## config.mk

```make
export PLATFORM = sky130hd
export DESIGN_NAME = tick_gen
export DESIGN_NICKNAME = d
export VERILOG_FILES = /design/src/rtl/tick_gen.sv
export SDC_FILE = /design/constraint.sdc
export NUM_CORES = 1
export LEC_CHECK = 0
export CORE_ASPECT_RATIO = 0.75
export CORE_MARGIN = 2
export CORE_UTILIZATION = 57
export DETAILED_ROUTE_END_ITERATION = 10
export PLACE_DENSITY = 0.81
export SYNTH_ARGS = -nofsm -noshare
export SYNTH_HDL_FRONTEND = slang
export SYNTH_SLANG_ARGS = --single-unit
```

## constraint.sdc

```tcl
create_clock -name clk -period 7.4 [get_ports clk]
set_input_delay 1.48 -clock clk [delete_from_list [all_inputs] [get_ports clk]]
set_output_delay 1.48 -clock clk [all_outputs]
set_load 0.03 [all_outputs]
```

## src/rtl/tick_gen.sv

```systemverilog
// Periodic tick generator: emits one-clock ticks every period_reg enabled clocks,
// either continuously or for a fixed burst, followed by a one-clock done pulse.
module tick_gen #(
  parameter int WIDTH          = 16,
  parameter int DEFAULT_PERIOD = 100
) (
  input  logic             clk,
  input  logic             rst,
  input  logic             enable,
  input  logic             start,
  input  logic             stop,
  input  logic             load,
  input  logic [WIDTH-1:0] period_in,
  input  logic [7:0]       burst_len,
  output logic             tick,
  output logic             busy,
  output logic             done
);

  typedef enum logic [1:0] {
    IDLE = 2'd0,
    RUN  = 2'd1,
    DONE = 2'd2
  } state_t;

  state_t           state_q, state_d;
  logic [WIDTH-1:0] count_q, count_d;
  logic [WIDTH-1:0] period_q, period_d;
  logic [7:0]       left_q, left_d;
  logic             last_q, last_d;
  logic             tick_q, tick_d;
  logic             done_q, done_d;
  logic             busy_q, busy_d;

  always_ff @(posedge clk) begin
    if (!rst) begin
      state_q  <= IDLE;
      count_q  <= '0;
      period_q <= WIDTH'(DEFAULT_PERIOD);
      left_q   <= '0;
      last_q   <= 1'b0;
      tick_q   <= 1'b0;
      done_q   <= 1'b0;
      busy_q   <= 1'b0;
    end else begin
      state_q  <= state_d;
      count_q  <= count_d;
      period_q <= period_d;
      left_q   <= left_d;
      last_q   <= last_d;
      tick_q   <= tick_d;
      done_q   <= done_d;
      busy_q   <= busy_d;
    end
  end

  always_comb begin
    state_d  = state_q;
    count_d  = count_q;
    period_d = period_q;
    left_d   = left_q;
    last_d   = last_q;
    tick_d   = 1'b0;
    done_d   = 1'b0;

    case (state_q)
      IDLE: begin
        if (load) begin
          period_d = (period_in == '0) ? WIDTH'(1) : period_in;
        end
        if (start && !stop) begin
          state_d = RUN;
          count_d = '0;
          left_d  = burst_len;
          last_d  = 1'b0;
        end
      end

      RUN: begin
        if (stop) begin
          state_d = IDLE;
          count_d = '0;
          last_d  = 1'b0;
        // last_q marks the cycle in which the final burst tick is visible;
        // DONE follows it so done lands one clock after that tick.
        end else if (last_q) begin
          state_d = DONE;
          done_d  = 1'b1;
          count_d = '0;
          last_d  = 1'b0;
        end else if (enable) begin
          if (count_q == period_q - WIDTH'(1)) begin
            count_d = '0;
            tick_d  = 1'b1;
            if (left_q != 8'd0) begin
              left_d = left_q - 8'd1;
              last_d = (left_q == 8'd1);
            end
          end else begin
            count_d = count_q + WIDTH'(1);
          end
        end
      end

      DONE: begin
        state_d = IDLE;
      end

      default: begin
        state_d = IDLE;
        count_d = '0;
        last_d  = 1'b0;
      end
    endcase

    busy_d = (state_d == RUN);
  end

  assign tick = tick_q;
  assign busy = busy_q;
  assign done = done_q;

endmodule

```

==> run summary, run 1 <==
Worst Setup End Kind: flop
Setup Viol. Count Final: 0
EDFF count, synth: 0
Post-route clock period utilization: 56.2%
Fin nets: 407
RSZ-0062 raised after global routing: false
Vias per inst: 6.22
Initial DRC count: 272
Overflow after GRT: 0
Final wirelength: 6580 um
Routed wl met3: 538 um
Setup CP Type: input pin to flop
PD cells: 171 nW/um2
Worst Hold Slack: 0.500 ns
Normalized max-slew margin: 51.9%
Top cells by area, synth: dfxtp_1 (33%), nand2_1 (6.3%), a21oi_1 (4.2%)
Hold crit path type: flop to flop
Mapped Area: 2760 um2
Vias in the first global route: 2317
LEAKAGE: 1.16 nW
Final number of hold-violating endpoints: 0
Slew @ Worst Pin: 0.712 ns
Synth area leader: dfxtp_1
Clock Sinks: 46
Maximum buffer depth of the clock tree: 2
Metal2 WL: 2670 um
I/O Pins: 33
Top cell type's share of synthesized area: 33.3%
Synth warn: 0
Synthesized flop and latch total: 46
Top_reg_cell synth: dfxtp_1
Share of post-route cells with drive strength above 1: 5.90%
Post-Syn Area per Cell: 7.84 um2
Post-route minimum period: 4.16 ns
Max Used Layer: met4
DIE AREA: 5420 um2
Max cap viols: 0
Max FO, Critical Path: 9
Starting Density: 60.4%
Area grow syn2layout: 15.0%
Crit path launch type: input pin
Routed vias: 2675
H-tree levels: 2
Peak VDD IR: 0.125 mV
DRT antenna net count: 0
Number of CTS-inserted buffers: 5
Port Buffers: 32
Sum of negative setup slack: 0 ns
DR DRC count: 0
DR WL/cell: 15.3 um
Worst-path clk slew: 0.08 ns
Initial antenna violation count: 0
Tot Pwr: 0.542 mW
Post_cts resized: 0
Area of the multi-input gates: 1710 um2
Fmax: 240 MHz
CTS tree: done
Wl on met1: 3310 um
TritonRoute pass-1 iters: 5
Width of the die: 84.4 um
Global-route wire length before repair: 10900 um
Height of the chip: 64.3 um
Worst-skew pair later-pin latency: 0.30 ns
Largest net degree at the start of global routing: 21
Core area: 4570 um2
Gr usage total: 25.1%
Req. time, crit path: 7.57 ns
Commonest cells post-synth: dfxtp_1 (46), nand2_1 (46), a21oi_1 (23), nor2_1 (20), a31oi_1 (16)
DP Wirelength: 4940 um
Slew Limit Fails: 0
Root Buffer: clkbuf_8
Synth Instances: 352
Worst clock skew: 0.00960 ns
Mapped Nets: 387
Sequential fraction of the synthesis area: 33.3%
Critical path arrival: 4.33 ns
Netlist cell types: 55
Hold_buf cts: 0
Diodes inserted: 0
Placer Congestion: 0.894
Register area: 921 um2
FP Rows: 21
Fraction of registers with async set/reset: 0%
Fillers: 397
Status: completed
Setup Fix Bufs, Post-CTS: 0
## metal layers
metal / vias to the layer above / global-route usage [%]
met5: - / 0
met4: 0 / 6.55
met3: 12 / 5.30
met2: 123 / 35.4
met1: 1220 / 38.4
li1: 1320 / -
## cell type report
type / count / area share (%)
inverters: 11 / 1.30
flip-flops and latches: 46 / 29.0
clock buffers: 5 / 2.17
repair buffers: 32 / 10.1
clock inverters: 3 / 1.26
multi-input cells: 276 / 53.9
well taps: 57 / 2.25
## sequential cells by signal (all words and copies together) (netlist names)
| name | cells |
|---|---|
| busy | 1 |
| count_q | 16 |
| done | 1 |
| last_q | 1 |
| left_q | 8 |
| period_q | 16 |
| state_q | 2 |
| tick | 1 |
## per-stage QoR
stage	utilization, %	worst slack [ns]	instance area (um2)	std cells
6_report	69.5	3.24	3180	430
5_1_grt	69.5	3.05	3180	430
3_5_place_dp	67.1	3.08	3070	422
4_1_cts	69.5	3.37	3180	430
3_3_place_gp	67.1	3.31	3070	422
2_1_floorplan	-	4.14	2760	352
## worst max-delay path: stages
cell and delay (ns):
clkdlybuf4s50_1 0.48, nor4b_1 0.63, o21ai_0 0.31, o21bai_1 0.23, nor4_1 0.44, a21o_1 0.44
mux2i_1 0.23, o21ai_0 0.08
## final timing paths
check	start	endpoint	slack, ns	depth (start not counted)
worst min-delay path	period_q[15]	period_q[15]	0.50	2
worst max-delay path	stop	left_q[4]	3.24	8
worst min register to register	period_q[15]	period_q[15]	0.50	2
worst max register to register	state_q[0]	left_q[4]	3.88	8
## layout by cell type (no fill, tap or decap), types with 4 or more instances in the layout
cell type | netlist | final
a211o_1 | 4 | 4
a21oi_1 | 23 | 23
a21oi_2 | 7 | 7
a31oi_1 | 16 | 16
and3_1 | 15 | 15
clkbuf_8 | 0 | 5
clkdlybuf4s50_1 | 0 | 32
dfxtp_1 | 46 | 46
ha_1 | 5 | 5
inv_1 | 11 | 11
nand2_1 | 46 | 46
nand2b_1 | 15 | 15
nand3_1 | 15 | 15
nand4_1 | 7 | 7
nor2_1 | 20 | 20
nor3_1 | 10 | 10
nor3b_1 | 5 | 5
nor4_1 | 11 | 11
o211ai_1 | 4 | 4
o21ai_0 | 11 | 11
xnor2_1 | 13 | 13
xor2_1 | 6 | 6
## power breakdown
part	total [mW]	internal [mW]	switching, mW
combinational	0.0913	0.0422	0.0490
clock	0.182	0.0994	0.0825
sequential	0.269	0.256	0.0129
total	0.542	0.398	0.144
## logic make-up (layout without fill, tap and decap cells)
kind of cell	after synthesis	after routing	share of synthesized area, %
AOI/OAI and AO/OA	89	89	21.7
xor gates and xnor gates	19	19	6.03
and+or+nand+nor	160	160	30.9
DFF	46	46	33.3
muxes	3	3	1.09
adders and majority gates	5	5	2.27
buffers and inverters	30	51	4.62
Power figures use the tool's default switching activity.
==> run 2: changes to the inputs <==
- CORE_UTILIZATION: 57 -> 50
- PLACE_DENSITY: 0.81 -> 0.76
- clock period: 7.4 -> 3.6 ns (I/O delays scaled with it)
==> run summary, run 2 (synthesis gave the netlist of run 1 again) <==
CTS tree: done
CP Buf/Inv Count: 0
Internal power: 0.765 mW
Switching share of total power: 27.4%
Root Buffer: clkbuf_8
Sequential power share: 52.4%
DIE AREA: 6140 um2
DP Wirelength: 5040 um
Clock Sinks: 46
Height of the chip: 68.4 um
Tot Pwr: 1.05 mW
Placed cell count: 445
Register area: 921 um2
RSZ-0062 raised after global routing: false
Vias per inst: 5.92
Worst path top cell family by delay: simple AND/OR/NAND/NOR gates
Worst-path clk slew: 0.08 ns
Met2 usage: 32.1%
Fmax: 310 MHz
Final wirelength: 6570 um
Area of the multi-input gates: 1710 um2
Max FO, Critical Path: 14
Crit path depth: 8
Global-route wire length before repair: 10800 um
Worst r2r src: period_q[2]
Crit path launch type: flop
Worst Setup End Kind: flop
Placer Congestion: 0.985
Met3 GRT Util: 4.07%
Slew @ Worst Pin: 0.617 ns
Diodes inserted: 0
Width of the die: 89.8 um
Area after DPL: 3130 um2
FP Rows: 23
Share of post-route cells with drive strength above 1: 6.65%
Setup Fix Bufs, Post-CTS: 0
Sw Pwr: 0.289 mW
Vias in the first global route: 2268
Status: completed
Final number of hold-violating endpoints: 0
Overflow after GRT: 0
Peak VDD IR: 0.166 mV
Cell chain of the critical path: nor4_4 -> nand4_1 -> xnor2_1 -> or4_4 -> nor4_1 -> a21o_1 -> mux2i_1 -> o21ai_0
Initial DRC count: 219
Origin of the worst setup path: period_q[2]
Post-route minimum period: 3.22 ns
Design area: 3210 um2
Hold Crit Start: period_q[15]
Max cap viols: 0
Clk network pwr share: 29.3%
Fin nets: 412
Largest net degree at the start of global routing: 21
Hold_buf cts: 0
Core area: 5320 um2
DR DRC count: 0
DR WL/cell: 14.6 um
DRT antenna net count: 0
Fillers: 493
Setup Viol. Count Final: 0
Fin cells: 451
Worst-skew pair later-pin latency: 0.30 ns
Critical path arrival: 3.38 ns
Initial antenna violation count: 0
Slowest cell on crit path: nor4_4
Area grow syn2layout: 16.2%
Hold path depth: 2
Number of CTS-inserted buffers: 5
Post_cts resized: 0
Combinational share of power: 18.3%
I/O Pins: 33
Normalized max-slew margin: 58.6%
Worst-case reg-to-reg path depth: 8
Starting Density: 51.9%
Setup CP Type: flop to flop
TritonRoute pass-1 iters: 5
Most frequent cells in the layout: nand2_1 (46), dfxtp_1 (46), clkdlybuf4s50_1 (32), a21oi_1 (23), nor2_1 (20)
PD cells: 328 nW/um2
Sum of negative setup slack: 0 ns
Port Buffers: 32
Worst clock skew: 0.0122 ns
LEAKAGE: 1.17 nW
Slew Limit Fails: 0
GR peak layer: met1
Routed vias: 2670
H-tree levels: 2
Post-route clock period utilization: 89.5%
Gr usage total: 21.8%
Worst stage delay on the critical path: 0.62 ns
Met1 Use GR: 32.8%
Hold crit path type: flop to flop
Top Registers: count_q x16, period_q x16, left_q x8
Req. time, crit path: 3.76 ns
Maximum buffer depth of the clock tree: 2
-- run 2: cell count changes in the layout (fill, tap and decap cells not counted), sizes merged --
cell | before | now
buf | 0 | 5
bufinv | 1 | 0
clkinv | 2 | 0
clkbuf | 5 | 6
-- run 2: power groups by stage --
stage / sequential [mW] / clock (mW) / combinational [mW]
3_3_place_gp: 0.563 / 0 / 0.188
2_1_floorplan: 0.556 / 0 / 0.126
4_1_cts: 0.551 / 0.315 / 0.191
3_5_place_dp: 0.563 / 0 / 0.190
5_1_grt: 0.555 / 0.335 / 0.214
6_report: 0.552 / 0.309 / 0.193
-- run 2: layout make-up --
cell class | instances | area share, %
flip-flops and latches | 46 | 28.7
well taps | 75 | 2.92
inverters | 11 | 1.29
clock buffers | 6 | 2.57
repair buffers | 37 | 11.2
multi-input cells | 276 | 53.4
-- run 2: metal layers --
layer / share of wire (%) / wire length, um
met5: 0 / 0
met2: 40 / 2600
met1: 52 / 3440
met4: 0.87 / 57
met3: 7.2 / 476
-- run 2: path summary, 6_finish.rpt --
path             endpoint  slack [ns]
max reg2reg     left_q[4]        0.38
min reg2reg  period_q[15]        0.48
max             left_q[4]        0.38
min          period_q[15]        0.48
-- run 2: tightest hold or removal path, stage by stage, from the launching register on --
cell     delay [ns]
dfxtp_1        0.32
nand2_1        0.06
a21oi_1        0.05
-- run 2: metrics by stage --
| step | utilization, % | setup slack (ns) | hold slack [ns] |
|---|---|---|---|
| 3_3_place_gp | 58.7 | 0.486 | 0.464 |
| 2_1_floorplan | - | 0.631 | 0.448 |
| 6_report | 60.3 | 0.378 | 0.476 |
| 4_1_cts | 60.3 | 0.395 | 0.475 |
| 3_5_place_dp | 58.7 | 0.417 | 0.465 |
| 5_1_grt | 60.3 | 0.162 | 0.499 |
